<file path="config.mk">
export PLATFORM = sky130hd
export DESIGN_NAME = wash_exec
export DESIGN_NICKNAME = d
export VERILOG_FILES = /design/src/rtl/wash_exec.sv
export SDC_FILE = /design/constraint.sdc
export NUM_CORES = 1
export LEC_CHECK = 0
export ABC_AREA = 1
export CAP_MARGIN = 15
export CORE_MARGIN = 2
export CORE_UTILIZATION = 50
export DETAILED_ROUTE_END_ITERATION = 12
export GPL_ROUTABILITY_DRIVEN = 0
export GPL_TIMING_DRIVEN = 0
export PLACE_DENSITY_LB_ADDON = 0.08
export SYNTH_ARGS = -nofsm -noshare
export SYNTH_HDL_FRONTEND = slang
export SYNTH_SLANG_ARGS = --single-unit
</file>
<file path="constraint.sdc">
create_clock -name clk -period 4 [get_ports clk]
set_input_delay 0.4 -clock clk [delete_from_list [all_inputs] [get_ports clk]]
set_output_delay 0.4 -clock clk [all_outputs]
set_load 0.05 [all_outputs]
</file>
<file path="src/rtl/wash_exec.sv">
// Execution core of the washing register machine: fetches from a combinational ROM, runs loop registers and timed actuator steps.
// Optional door interlock is enabled by defining WASH_DOOR_INTERLOCK_EN (adds the door_open input).
module wash_exec #(
  parameter int ADDR_WIDTH  = 8,
  parameter int INSTR_WIDTH = 32,
  parameter int REG_COUNT   = 4,
  parameter int ENTRY_PC    = 2,
  parameter int PHASE_REG   = 2
) (
  input  logic                   clk,
  input  logic                   rst_n,
  input  logic                   start,
  input  logic                   tick,
`ifdef WASH_DOOR_INTERLOCK_EN
  input  logic                   door_open,
`endif
  output logic [ADDR_WIDTH-1:0]  pc,
  input  logic [INSTR_WIDTH-1:0] instr,
  output logic                   valve_fill,
  output logic                   valve_drn,
  output logic                   motor_fwd,
  output logic                   motor_rev,
  output logic [15:0]            phase,
  output logic                   busy,
  output logic                   halted,
  output logic                   fault
);

  localparam int              RIW       = (REG_COUNT > 1) ? $clog2(REG_COUNT) : 1;
  localparam logic [7:0]      REG_LIMIT = 8'(REG_COUNT);
  localparam logic [ADDR_WIDTH-1:0] ENTRY = ADDR_WIDTH'(ENTRY_PC);

  localparam logic [7:0] OP_HALT    = 8'h00;
  localparam logic [7:0] OP_WAIT    = 8'h11;
  localparam logic [7:0] OP_FILL    = 8'h12;
  localparam logic [7:0] OP_RELEASE = 8'h13;
  localparam logic [7:0] OP_FORWARD = 8'h14;
  localparam logic [7:0] OP_REVERSE = 8'h15;
  localparam logic [7:0] OP_SET     = 8'h21;
  localparam logic [7:0] OP_DEC     = 8'h22;
  localparam logic [7:0] OP_J       = 8'h30;
  localparam logic [7:0] OP_JZ      = 8'h31;
  localparam logic [7:0] OP_JNZ     = 8'h32;

  typedef enum logic [2:0] {S_IDLE, S_EXEC, S_TIMED, S_HALT, S_FAULT} state_t;

  state_t                  state_q;
  logic [ADDR_WIDTH-1:0]   pc_q;
  logic [15:0]             r_q [REG_COUNT];
  logic [15:0]             cnt_q;
  logic [7:0]              top_q;
  logic [3:0]              act_q;  // {fill, drn, fwd, rev}
  logic                    door_hold;

`ifdef WASH_DOOR_INTERLOCK_EN
  logic door_s1_q, door_s2_q;
  always_ff @(posedge clk or negedge rst_n) begin
    if (!rst_n) begin
      door_s1_q <= 1'b0;
      door_s2_q <= 1'b0;
    end else begin
      door_s1_q <= door_open;
      door_s2_q <= door_s1_q;
    end
  end
  assign door_hold = door_s2_q;
`else
  assign door_hold = 1'b0;
`endif

  logic [7:0]            op;
  logic [7:0]            rsel;
  logic [15:0]           imm;
  logic [RIW-1:0]        ridx;
  logic                  reg_ok;
  logic [15:0]           rval;
  logic [ADDR_WIDTH-1:0] pc_inc;
  logic [ADDR_WIDTH-1:0] jmp_pc;

  assign op     = instr[7:0];
  assign rsel   = instr[15:8];
  assign imm    = instr[31:16];
  assign ridx   = rsel[RIW-1:0];
  assign reg_ok = (rsel < REG_LIMIT);
  assign rval   = r_q[ridx];
  assign pc_inc = pc_q + 1'b1;
  assign jmp_pc = imm[ADDR_WIDTH-1:0];

  // While the door is open only the drain valve may stay on.
  function automatic logic [3:0] act_of(input logic [7:0] o, input logic hold);
    logic [3:0] a;
    a = 4'b0000;
    case (o)
      OP_FILL:    a = hold ? 4'b0000 : 4'b1000;
      OP_RELEASE: a = 4'b0100;
      OP_FORWARD: a = hold ? 4'b0000 : 4'b0010;
      OP_REVERSE: a = hold ? 4'b0000 : 4'b0001;
      default:    a = 4'b0000;
    endcase
    return a;
  endfunction

  always_ff @(posedge clk or negedge rst_n) begin
    if (!rst_n) begin
      state_q <= S_IDLE;
      pc_q    <= ENTRY;
      cnt_q   <= '0;
      top_q   <= OP_WAIT;
      act_q   <= '0;
      for (int i = 0; i < REG_COUNT; i++) r_q[i] <= '0;
    end else begin
      case (state_q)
        S_IDLE, S_HALT, S_FAULT: begin
          if (start && !door_hold) begin
            state_q <= S_EXEC;
            pc_q    <= ENTRY;
            cnt_q   <= '0;
            for (int i = 0; i < REG_COUNT; i++) r_q[i] <= '0;
          end
        end
        S_EXEC: begin
          case (op)
            OP_HALT: state_q <= S_HALT;
            OP_SET: begin
              if (reg_ok) begin
                r_q[ridx] <= imm;
                pc_q      <= pc_inc;
              end else begin
                state_q <= S_FAULT;
              end
            end
            OP_DEC: begin
              if (reg_ok) begin
                r_q[ridx] <= rval - 16'd1;
                pc_q      <= pc_inc;
              end else begin
                state_q <= S_FAULT;
              end
            end
            OP_J: pc_q <= jmp_pc;
            OP_JZ, OP_JNZ: begin
              if (!reg_ok)                            state_q <= S_FAULT;
              else if ((rval == 16'd0) == (op == OP_JZ)) pc_q <= jmp_pc;
              else                                    pc_q <= pc_inc;
            end
            OP_WAIT, OP_FILL, OP_RELEASE, OP_FORWARD, OP_REVERSE: begin
              if (imm == 16'd0) begin
                pc_q <= pc_inc;
              end else begin
                cnt_q   <= imm;
                top_q   <= op;
                act_q   <= act_of(op, door_hold);
                state_q <= S_TIMED;
              end
            end
            default: state_q <= S_FAULT;
          endcase
        end
        S_TIMED: begin
          act_q <= act_of(top_q, door_hold);
          if (tick && !door_hold) begin
            if (cnt_q <= 16'd1) begin
              cnt_q   <= '0;
              act_q   <= '0;
              pc_q    <= pc_inc;
              state_q <= S_EXEC;
            end else begin
              cnt_q <= cnt_q - 16'd1;
            end
          end
        end
        default: state_q <= S_IDLE;
      endcase
    end
  end

  assign pc         = pc_q;
  assign valve_fill = act_q[3];
  assign valve_drn  = act_q[2];
  assign motor_fwd  = act_q[1];
  assign motor_rev  = act_q[0];
  assign phase      = r_q[PHASE_REG];
  assign busy       = (state_q == S_EXEC) || (state_q == S_TIMED);
  assign halted     = (state_q == S_HALT);
  assign fault      = (state_q == S_FAULT);

endmodule

</file>
==> run metrics <==
Fin. Hold Viols=0; WS Path Type=reg2out; clk sinks=103; register area=2580 um^2; Max Cap Violations=0; Syn Area/Cell=6.91 um^2; total wire length=19.1 mm; n_diodes=0; net count after synthesis=1022; Hold WC Path Type=in2async; simple-gate share of the synthesized area=38.3%; Pint=3280 uW; Nets=1098; share of post-route cells with drive strength above 1=11.2%; post-synthesis xor/xnor area fraction=2.06%; critical path buffer and inverter count=4; multiplexer share of the synthesized area=0%; die area=14500 um^2; cell family with most CP delay=buffers and inverters; synthesized area=6790 um^2; RSZ-0062 raised after global routing=false; Net Sw Frac=51.2%; setup TNS=0 ns; Worst Slack Setup Final=0.958 ns; minimum clock period=3.04 ns; Clock power frac=11.9%; Power per Cell Area=849 nW/um^2; synth top area cells=dfrtp_1 37%, nand2_1 18%, nand3_1 6.2%, nor2_1 5.5%, inv_1 5.2%; count of cell types in the netlist=50; Post-CTS Setup Inserts=0; status=complete, no violations; fraction of registers with async set/reset=100%; Max Transition Viols Final=0; Comb power frac=61.8%; synth cell count leaders=325 x nand2_1, 100 x dfrtp_1, 100 x nor2_1; r2r endpoint=cnt_q[4]; Arrival @ worst endpoint=2.64 ns; pre-CTS setup slack=1.24 ns; Root Buffer Master=clkbuf_16; Yosys reg bits=103; top-count cell post-synth=nand2_1; Post-Synth Adder-Cell Area=0.737%; post-synth top area share=36.9%; Die W=121 um; TritonRoute pass-1 iters=5; drt drc=0; antenna violations before repair=0; total power=6720 uW; critical-path cell list=inv_1, nor3_2, inv_1, clkbuf_1, nand2_1, clkdlybuf4s50_1; sequential-to-total area share from yosys stat=38.0%; H-tree depth=3; Final setup viols=0; Startpoint Class=flip-flop; Final Skew=0.00692 ns; Overall Global Routing Usage=27.4%; Switch Pwr=3440 uW; hpwl dp=13.9 mm; Die Y=121 um; Clock Path Buffers=2; Leakage=0.00399 uW; largest family of logic cells by synthesized area=simple AND/OR/NAND/NOR gates; via total after detailed routing=6539; initial core utilization=51.2%; FF-to-FF setup slack=1.67 ns; Worst setup EP type=primary output; Worst slew margin=60.0%; CP max stage cell=clkdlybuf4s50_1; slowest stage delay, CP=0.83 ns; floorplan row count=42; fillcell total=1313; Worst Tran Pin Value=0.600 ns; via-per-instance ratio=5.29; PortBufs=64; Ports=67; number of DRC markers in iteration 0=525; grt ovf=0; Peak supply drop=517 uV; Register-to-Register Path Depth=9; largest net degree at the start of global routing=66; Antenna Nets Post-Route=0; Seq pwr share=26.3%; yosys warns=0; Synth Area in Compound Gates=10.9%; crit share post-route=76.0%; Fmax=329 MHz; Post-synth EDFFs=0; most frequent CP cell=inv_1; multi-input combinational cell area=3530 um^2; CTS Buf Count=9; CTS clk-pin slew, worst paths=0.07 ns; worst-skew pair later-pin latency=0.36 ns; worst-path fanout max=10; Most used DFF post-synth=dfrtp_1; CTS Hold Buffers Added=0; Cells after Synth=982; CP required=3.60 ns; CTS tree=built; R2R Path Start=state_q[2]; Synth area leader=dfrtp_1; core footprint=13200 um^2; post_cts resized=0; first-pass GRT wire length=30.8 mm; routed wire length per instance=15.4 um; number of global-route vias before repair=6025; Area growth, synth to finish=16.7%
## flip-flops by register name, summed over array words and instances, names as in the netlist
signal   cells
top_q        8
r_q         48
state_q      3
pc           8
phase       16
cnt_q       16
act_q        4
## worst reg2reg max path: stages (launching register included)
cell and delay, ns:
dfrtp_1 0.40, inv_2 0.08, nand2_2 0.11, nor2_4 0.09, inv_1 0.19, clkbuf_1 0.50
buf_1 0.52, o32ai_1 0.15, nand2_1 0.10, o21ai_0 0.09
## power groups by stage
stage,Combinational (uW),Clock (uW),Sequential (uW)
final,4160,804,1770
after global routing,4590,854,1820
after CTS,4140,814,1760
after detailed placement,4120,0,1780
after global placement,4080,0,1770
after floorplan,2980,0,1870
## how the worst max path moves through the flow
| stage | from | to | slack [ns] | cells after the start |
|---|---|---|---|---|
| floorplan | state_q[2] | r_q[55] | 1.74 | 12 |
| global placement | rst_n | pc[4] | -1.58 | 1 |
| detailed placement | instr[0] | r_q[51] | 1.24 | 11 |
| CTS | state_q[1] | busy | 0.93 | 6 |
| global route | state_q[1] | busy | 0.79 | 6 |
| finish | state_q[1] | busy | 0.96 | 6 |
## cell type report
| class | count | share of cell area [%] |
|---|---|---|
| multi-input combinational | 733 | 44.6 |
| buffer | 40 | 3.43 |
| inverter | 106 | 5.06 |
| clock inverter | 2 | 0.126 |
| sequential | 103 | 32.6 |
| timing repair buffer | 65 | 8.41 |
| tap | 176 | 2.78 |
| clock buffer | 12 | 2.99 |
## stage by stage
stage	hold WS, ns	cells	area (um^2)	util [%]
global placement	0.462	1222	7650	57.7
CTS	0.0335	1237	7920	59.8
detailed placement	0.413	1223	7670	57.9
floorplan	0.104	982	6790	-
global route	0.0526	1237	7920	59.8
finish	0.0155	1237	7920	59.8
## routing by layer
layer	global-route usage, %	share of wire (%)	vias to the layer above
li1	-	-	3288
met1	36.9	45	3025
met2	44.2	47	193
met3	5.24	5.3	33
met4	9.38	2.5	0
met5	0	0	-
## kinds of logic (layout without fill, tap and decap cells)
logic type,Yosys count,in the layout
DFF,103,103
and+or+nand+nor,584,584
adders and majority gates,4,4
xor gates and xnor gates,16,16
AOI/OAI and AO/OA,129,129
buffers and inverters,146,225
## cells in the final DEF (no fill, tap or decap), drive strengths merged, types with 2 or more instances in the layout
master           n
nand2          344
nor2           117
inv            106
dfrtp          100
nand3           90
clkdlybuf4s50   63
o21ai           56
a21oi           40
buf             37
o22ai           21
clkbuf          17
xor2            14
nand4           12
nor3             9
nor4             6
ha               4
dfstp            3
o211ai           3
or2              3
xnor2            2
o32ai            2
clkinv           2
(Power assumes the default switching activity.)
